`src/rtl/fifo_pkg.sv`:
```
// Shared constants and small helpers for the FIFO read-side stream stage.
package fifo_pkg;

  localparam int D_SIZE_DEF = 8;
  localparam int P_SIZE_DEF = 4;
  localparam int BUF_DEPTH  = 3;

  typedef logic [1:0] ptr_t;
  typedef logic [1:0] lvl_t;

  typedef enum logic [1:0] {
    OP_IDLE = 2'b00,
    OP_POP  = 2'b01,
    OP_PUSH = 2'b10,
    OP_BOTH = 2'b11
  } buf_op_t;

  // Pointers walk 0,1,2 and wrap; the buffer is not a power of two deep.
  function automatic ptr_t ptr_next(input ptr_t p);
    ptr_t n;
    if (p == ptr_t'(BUF_DEPTH - 1)) n = '0;
    else n = p + ptr_t'(1);
    return n;
  endfunction

endpackage

```
`src/rtl/fifo_rd_buf.sv`:
```
// Three-entry register FIFO holding words returned by the FIFO memory
// until the downstream stream interface accepts them.
module fifo_rd_buf
  import fifo_pkg::*;
#(
  parameter int D_SIZE = D_SIZE_DEF
) (
  input  logic              r_clk,
  input  logic              r_rstn,
  input  logic              push,
  input  logic [D_SIZE-1:0] push_data,
  input  logic              flush,
  input  logic              out_ready,
  output logic [D_SIZE-1:0] out_data,
  output logic              out_valid,
  output lvl_t              count
);

  logic [D_SIZE-1:0] mem_reg [BUF_DEPTH];
  ptr_t              wr_ptr_reg;
  ptr_t              rd_ptr_reg;
  lvl_t              count_reg;
  logic              pop;
  logic              push_ok;
  buf_op_t           op;

  assign pop     = (count_reg != '0) && out_ready;
  assign push_ok = push && !flush;
  assign op      = buf_op_t'({push_ok, pop});

  generate
    for (genvar gi = 0; gi < BUF_DEPTH; gi++) begin : g_entry
      always_ff @(posedge r_clk or negedge r_rstn) begin
        if (!r_rstn) begin
          mem_reg[gi] <= '0;
        end else if (push_ok && (wr_ptr_reg == ptr_t'(gi))) begin
          mem_reg[gi] <= push_data;
        end
      end
    end
  endgenerate

  // Flush takes priority over any transfer in the same cycle.
  always_ff @(posedge r_clk or negedge r_rstn) begin
    if (!r_rstn) begin
      wr_ptr_reg <= '0;
      rd_ptr_reg <= '0;
      count_reg  <= '0;
    end else if (flush) begin
      wr_ptr_reg <= '0;
      rd_ptr_reg <= '0;
      count_reg  <= '0;
    end else begin
      if (push_ok) wr_ptr_reg <= ptr_next(wr_ptr_reg);
      if (pop)     rd_ptr_reg <= ptr_next(rd_ptr_reg);
      case (op)
        OP_PUSH: count_reg <= count_reg + lvl_t'(1);
        OP_POP:  count_reg <= count_reg - lvl_t'(1);
        default: count_reg <= count_reg;
      endcase
    end
  end

  always_comb begin
    out_data = mem_reg[0];
    case (rd_ptr_reg)
      2'd1:    out_data = mem_reg[1];
      2'd2:    out_data = mem_reg[2];
      default: out_data = mem_reg[0];
    endcase
  end

  assign out_valid = (count_reg != '0);
  assign count     = count_reg;

`ifndef SYNTHESIS
  a_no_push_when_full: assert property (
    @(posedge r_clk) disable iff (!r_rstn)
    !(push_ok && (count_reg == lvl_t'(BUF_DEPTH)))
  );
`endif

endmodule

```
`src/rtl/fifo_rd_stream.sv`:
```
// Read-side stream adapter: issues pops to the FIFO read-pointer stage and
// buffers the returned words behind a valid/ready interface.
module fifo_rd_stream
  import fifo_pkg::*;
#(
  parameter int D_SIZE    = D_SIZE_DEF,
  parameter int BUF_DEPTH = fifo_pkg::BUF_DEPTH
) (
  input  logic              r_clk,
  input  logic              r_rstn,
  input  logic              empty,
  input  logic [D_SIZE-1:0] rd_data,
  output logic              r_inc,
  input  logic              flush,
  output logic [D_SIZE-1:0] out_data,
  output logic              out_valid,
  input  logic              out_ready,
  output logic [1:0]        out_level
);

  logic pend_reg;
  lvl_t count;
  logic [2:0] committed;

  // Words already buffered plus the one still in flight from the memory.
  assign committed = {1'b0, count} + {2'b00, pend_reg};

  // Reset gates the request directly so no pop leaks out while held in reset.
  assign r_inc = r_rstn && !empty && !flush && (committed < 3'(BUF_DEPTH));

  always_ff @(posedge r_clk or negedge r_rstn) begin
    if (!r_rstn) begin
      pend_reg <= 1'b0;
    end else begin
      pend_reg <= r_inc;
    end
  end

  fifo_rd_buf #(
    .D_SIZE (D_SIZE)
  ) u_buf (
    .r_clk     (r_clk),
    .r_rstn    (r_rstn),
    .push      (pend_reg && !flush),
    .push_data (rd_data),
    .flush     (flush),
    .out_ready (out_ready),
    .out_data  (out_data),
    .out_valid (out_valid),
    .count     (count)
  );

  assign out_level = count;

`ifndef SYNTHESIS
  a_committed_bound: assert property (
    @(posedge r_clk) disable iff (!r_rstn)
    committed <= 3'(BUF_DEPTH)
  );
`endif

endmodule

```
`config.mk`:
```
export PLATFORM = sky130hd
export DESIGN_NAME = fifo_rd_stream
export DESIGN_NICKNAME = d
export VERILOG_FILES = /design/src/rtl/fifo_pkg.sv /design/src/rtl/fifo_rd_buf.sv /design/src/rtl/fifo_rd_stream.sv
export SDC_FILE = /design/constraint.sdc
export NUM_CORES = 1
export LEC_CHECK = 0
export ABC_CLOCK_PERIOD_IN_PS = 5700
export BUFFER_PORTS_ARGS = -buffer_cell sky130_fd_sc_hd__buf_4
export CAP_MARGIN = 20
export CORE_ASPECT_RATIO = 0.8
export CORE_UTILIZATION = 62
export CTS_BUF_LIST = sky130_fd_sc_hd__clkbuf_8
export DETAILED_ROUTE_END_ITERATION = 16
export MAX_ROUTING_LAYER = met4
export PLACE_DENSITY = 0.89
export SETUP_SLACK_MARGIN = 0.1
export SLEW_MARGIN = 20
export SYNTH_ARGS = -nofsm -noshare
export SYNTH_HDL_FRONTEND = slang
export SYNTH_SLANG_ARGS = --single-unit
```
`constraint.sdc`:
```
create_clock -name r_clk -period 5.7 [get_ports r_clk]
set_clock_uncertainty 0.15 [all_clocks]
set_input_delay 0.855 -clock r_clk [delete_from_list [all_inputs] [get_ports r_clk]]
set_output_delay 0.855 -clock r_clk [all_outputs]
set_load 0.1 [all_outputs]
```
# After elaboration in Yosys (flattened, before gate mapping)

Cells that the tools add are included.

Logic and storage cells: 44
Output and inout port bits: 12
Register bits after elaboration: 31
Bits of input ports: 13

Mux-type cells: 9
Order comparisons: 1
Eq/ne operators: 6
Reduce and logical (&&, ||, !) cells: 16
Add/subtract/negate cells: 5

Operators with widths:

| cell                                                                  | count |
|---|---|
| 8-bit one-hot mux with 2 select lines                                 | 1 |
| 2-bit 2-to-1 mux                                                      | 7 |
| 1-bit logical AND                                                     | 9 |
| 2-bit by 1-bit adder with 2-bit output (second input constant)        | 3 |
| 2-bit by 1-bit == test with 1-bit output (second input constant)      | 3 |
| 2-bit == test (second input constant)                                 | 3 |
| 2-bit nonzero test                                                    | 3 |
| 2-bit one-hot mux with 2 select lines                                 | 1 |
| 2-bit by 1-bit adder with 3-bit output                                | 1 |
| 3-bit by 2-bit < comparator with 1-bit output (second input constant) | 1 |
| 3-bit nonzero test                                                    | 1 |
| 1-bit logical NOT                                                     | 2 |
| 2-bit logical NOT                                                     | 1 |
| 2-bit by 1-bit subtractor with 2-bit output (second input constant)   | 1 |

# Longest topological paths before layout

Word-level depth: 6
Mapped depth: 6
Gate-level depth less buffers: 4

# By module

From an unflattened synthesis, not the netlist that was laid out.

Cell total of the unflattened synthesis: 118
Area total of the unflattened synthesis: 1493.9 um^2

By module, submodules not included:

| module         | area an instance (um^2) | cells an instance | instances | sequential area each (um^2) |
|---|---|---|---|---|
| fifo_rd_buf    | 1420.1                  | 112               | 1         | 750.7 |
| fifo_rd_stream | 73.8                    | 6                 | 1         | 25.0 |

# Worst setup path before layout

No wires, ideal clock.

Path kind: reg2out
Start: register u_buf.count_reg[0] (netlist: u_buf.count[0])
End: output r_inc
Cell stages (with the launch flop): 5
Data required time: 4.695 ns
Path slack: 1.274 ns
Buffers on the path: 0
Data arrival time: 3.421 ns
Path through: dfrtp_1 ha_1 ha_1 or4b_2 a21oi_1

Word-level cells in the longest chain between the ends: 3

RTL lines:

| item                                          | line                 | source |
|---|---|---|
| from (decl)                                   | fifo_rd_buf.sv:22    | `lvl_t count_reg;` |
| from (signal assigned)                        | fifo_rd_buf.sv:57    | `OP_PUSH: count_reg <= count_reg + lvl_t'(1);` |
| from (signal assigned)                        | fifo_rd_buf.sv:58    | `OP_POP: count_reg <= count_reg - lvl_t'(1);` |
| from (signal assigned)                        | fifo_rd_buf.sv:59    | `default: count_reg <= count_reg;` |
| 2-bit by 1-bit adder with 3-bit output        | fifo_rd_stream.sv:26 | `assign committed = {1'b0, count} + {2'b00, pend_reg};` |
| 3-bit by 2-bit < comparator with 1-bit output | fifo_rd_stream.sv:29 | `assign r_inc = r_rstn && !empty && !flush && (committed < 3'(BUF_DEPTH));` |
| 1-bit logical AND                             | fifo_rd_stream.sv:29 |  |
| to (decl)                                     | fifo_rd_stream.sv:13 | `output logic r_inc,` |

No other way between the ends.

# Worst setup path after layout

Start: input r_rstn
End: output r_inc

Word-level cells in the longest chain between the ends: 3

RTL lines:

| item                            | line                 | source |
|---|---|---|
| from (decl)                     | fifo_rd_stream.sv:10 | `input logic r_rstn,` |
| 1-bit logical AND (3 in series) | fifo_rd_stream.sv:29 |  |

No other way between the ends.

==> impl_metrics.toml <==
[clock_tree]
clockBufferDepth = 2
cts_sinks = 31
cts_made_buffers = 5
postCtsSetupRepairBufs = 0
ctsResizeCount = 0
cts-root-buf = "clkbuf_8"
clk_latency_ns = 0.28
h-tree-depth = 2
cts_tree = "yes"
cts_hold_repair.buffers = 0
clk_transition_reported_paths_ns = 0.07

[timing]
slew_violations = 0
fmaxAchievable_mhz = 295
hold_viol = 0
finalSetupTns_ns = 0
rsz0062_at_grt = "no"
post-route-period-util_pct = 59.4
period_needed_ns = 3.39
maxSlewHeadroom_pct = 64.1
worstMarginPinSlew_ns = 0.539
finalSetupViolCount = 0

[drt]
drc_errors = 2
final_antenna_net_count = 0
first_pass_iters = 11
avgViaCountPerCell = 5.91
drtIter0Drc = 27
routedWlPerCell_um = 16.8
vias = 1022
wl_um = 2910

[floorplanning]
io_pins = 25
start_util_pct = 66.9
die_x_um = 56.7
die_area_um2 = 2590
num_rows = 15
die_h_um = 45.7
core_area_um2 = 2210

[global_route]
grt_max_degree = 33
first_global_vias = 1037
grtUsageMet2_pct = 44.3
grt_usage_pct = 27.0
grt-ovfl-total = 0
grtUsageMet3_pct = 6.82
globalRouteMet1Util_pct = 31.3
antenna_found_initial = 0
grt_pass1_wl_um = 4780
top_usage_layer = "met2"

[run_status]
status = "complete, but fails checks"
violations = "design-rule violations"

[logic_synthesis]
muxShareOfSynthArea_pct = 20.3
synth_seq_cells = 31
synth_xor_area_share_pct = 0
synth_edf_count = 0
syn-num-nets = 138
synth_warnings = 0
synth_adder_area_share_pct = 4.22
synth_top_family_by_area = "multiplexers"
synth_area_per_cell_um2 = 12.4
syn_area_um2 = 1480
netlist.top_cell.by_area = "dfrtp_1"
ys_async_sr_fraction_pct = 100
synth_cell_types = 20
synth-main-ff-cell = "dfrtp_1"
yosysTopAreaCellShare_pct = 52.3
synth_compound_area_share_pct = 9.70
ys_seq_area_share_pct = 52.3
synth-simple-area-share_pct = 11.2
netlist_instances = 120
synth_area_leaders = "dfrtp_1, mux2_2, ha_1"

[cells_and_area]
largest_reg_flops = 24
drive_gt1_share_pct = 41.9
layout.nets = 165
diodes = 0
syn_to_final_growth_pct = 20.0

[critical_path]
path_max_fanout = 32
crit_required_ns = 4.70
critPathCapture = "r_inc"
start_kind = "input port"
worst_setup_path_end_kind = "primary output"
r2r_slack_ns = 3.75
timing.rr.start = "pend_reg$_DFF_PN0_"
crit_type = "in2out"
arrival_ns = 2.38
timing.rr.end = "pend_reg$_DFF_PN0_"
worst-r2r-cell-count = 4
critPathLaunch = "r_rstn"

[pwr]
p_leak_uw = 0.000845
totalPowerFinal_uw = 649
pwr-share-clk_pct = 28.6
p_int_uw = 406
ir_drop_mv = 0.203
swShare_pct = 37.4
p_switching_uw = 243
p_per_area_nw_per_um2 = 365
pwr-share-seq_pct = 40.1
comb_power_share_pct = 31.2

[place]
dp_hpwl_um = 1920
globalplace.congestion = 0.809
portBuffers = 24

[hold_path]
worstHoldPathType = "in2async"

[job]
drv_cap = 0
[worst min-delay path by stage]
| stage | from | end | slack (ns) | cells after the start |
|---|---|---|---|---|
| 2_1_floorplan | u_buf.mem_reg[1]$_DFFE_PN0P_ | u_buf.mem_reg[1]$_DFFE_PN0P_ | 0.33 | 1 |
| 3_3_place_gp | u_buf.mem_reg[23]$_DFFE_PN0P_ | u_buf.mem_reg[23]$_DFFE_PN0P_ | 0.34 | 1 |
| 3_5_place_dp | u_buf.mem_reg[18]$_DFFE_PN0P_ | u_buf.mem_reg[18]$_DFFE_PN0P_ | 0.35 | 1 |
| 4_1_cts | r_rstn | u_buf.mem_reg[8]$_DFFE_PN0P_ | 0.36 | 1 |
| 5_1_grt | r_rstn | u_buf.wr_ptr_reg[1]$_DFFE_PN0P_ | 0.37 | 1 |
| 6_report | r_rstn | u_buf.mem_reg[8]$_DFFE_PN0P_ | 0.35 | 1 |
[power groups by stage]
stage                     Clock [µW]  Combinational [µW]  Sequential [µW]
final                            186                 203              260
after global routing             197                 211              263
after CTS                        188                 203              260
after detailed placement           0                 202              264
after global placement             0                 199              262
after floorplan                    0                 157              262
[cells in the final DEF, fill, tap and decap left out, drive strengths merged]
cell type / count
buf: 24
ha: 5
o21ai: 3
mux2i: 3
nand2b: 1
clkbuf: 7
or4b: 1
a2111oi: 1
nand2: 2
nor3b: 3
mux2: 24
nor2: 11
dfrtp: 31
or2: 2
nor3: 2
inv: 6
nand3b: 2
a22oi: 8
a21oi: 12
[stage by stage]
| stage | utilization (%) | instances | hold WS [ns] | cell area [µm²] | setup WS (ns) |
|---|---|---|---|---|---|
| after floorplan | - | 120 | 0.331 | 1480 | 1.27 |
| after global placement | 75.8 | 165 | 0.339 | 1680 | 2.39 |
| after detailed placement | 75.8 | 165 | 0.348 | 1680 | 2.32 |
| after CTS | 80.3 | 173 | 0.356 | 1780 | 2.31 |
| after global routing | 80.3 | 173 | 0.370 | 1780 | 2.24 |
| final | 80.3 | 173 | 0.351 | 1780 | 2.31 |
[Yosys cell counts (3+ instances only)]
cell type and instances:
a21oi_1 12, a22oi_1 8, clkbuf_1 4, dfrtp_1 31, ha_1 5, inv_1 5
mux2_2 24, mux2i_1 3, nor2_1 11, o21ai_0 3
[layer usage]
layer / vias to the layer above / share of wire (%)
met4: 0 / 1.2
met1: 516 / 47
met3: 4 / 3.5
met2: 20 / 48
li1: 482 / -
met5: - / 0
[final cells by class]
class	instances	area, µm²
flip-flops and latches	31	776
multi-input cells	80	673
fillers	136	435
repair buffers	24	180
clock buffers	7	96.3
well taps	25	31.3
inverters	5	18.8
clock inverters	1	3.75
[worst max-delay path: stages]
cell and delay [ns]:
buf_4 0.34, or4b_2 0.62, a21oi_1 0.22, buf_4 0.33
[cells by family after synthesis]
family | Yosys count
AO/OA/AOI/OAI | 24
adder cells (fa/ha/maj) | 5
buffers and inverters | 9
flip-flops | 31
multiplexers | 27
AND/OR/NAND/NOR | 24
Note: power is estimated with default switching activity, not from simulation.
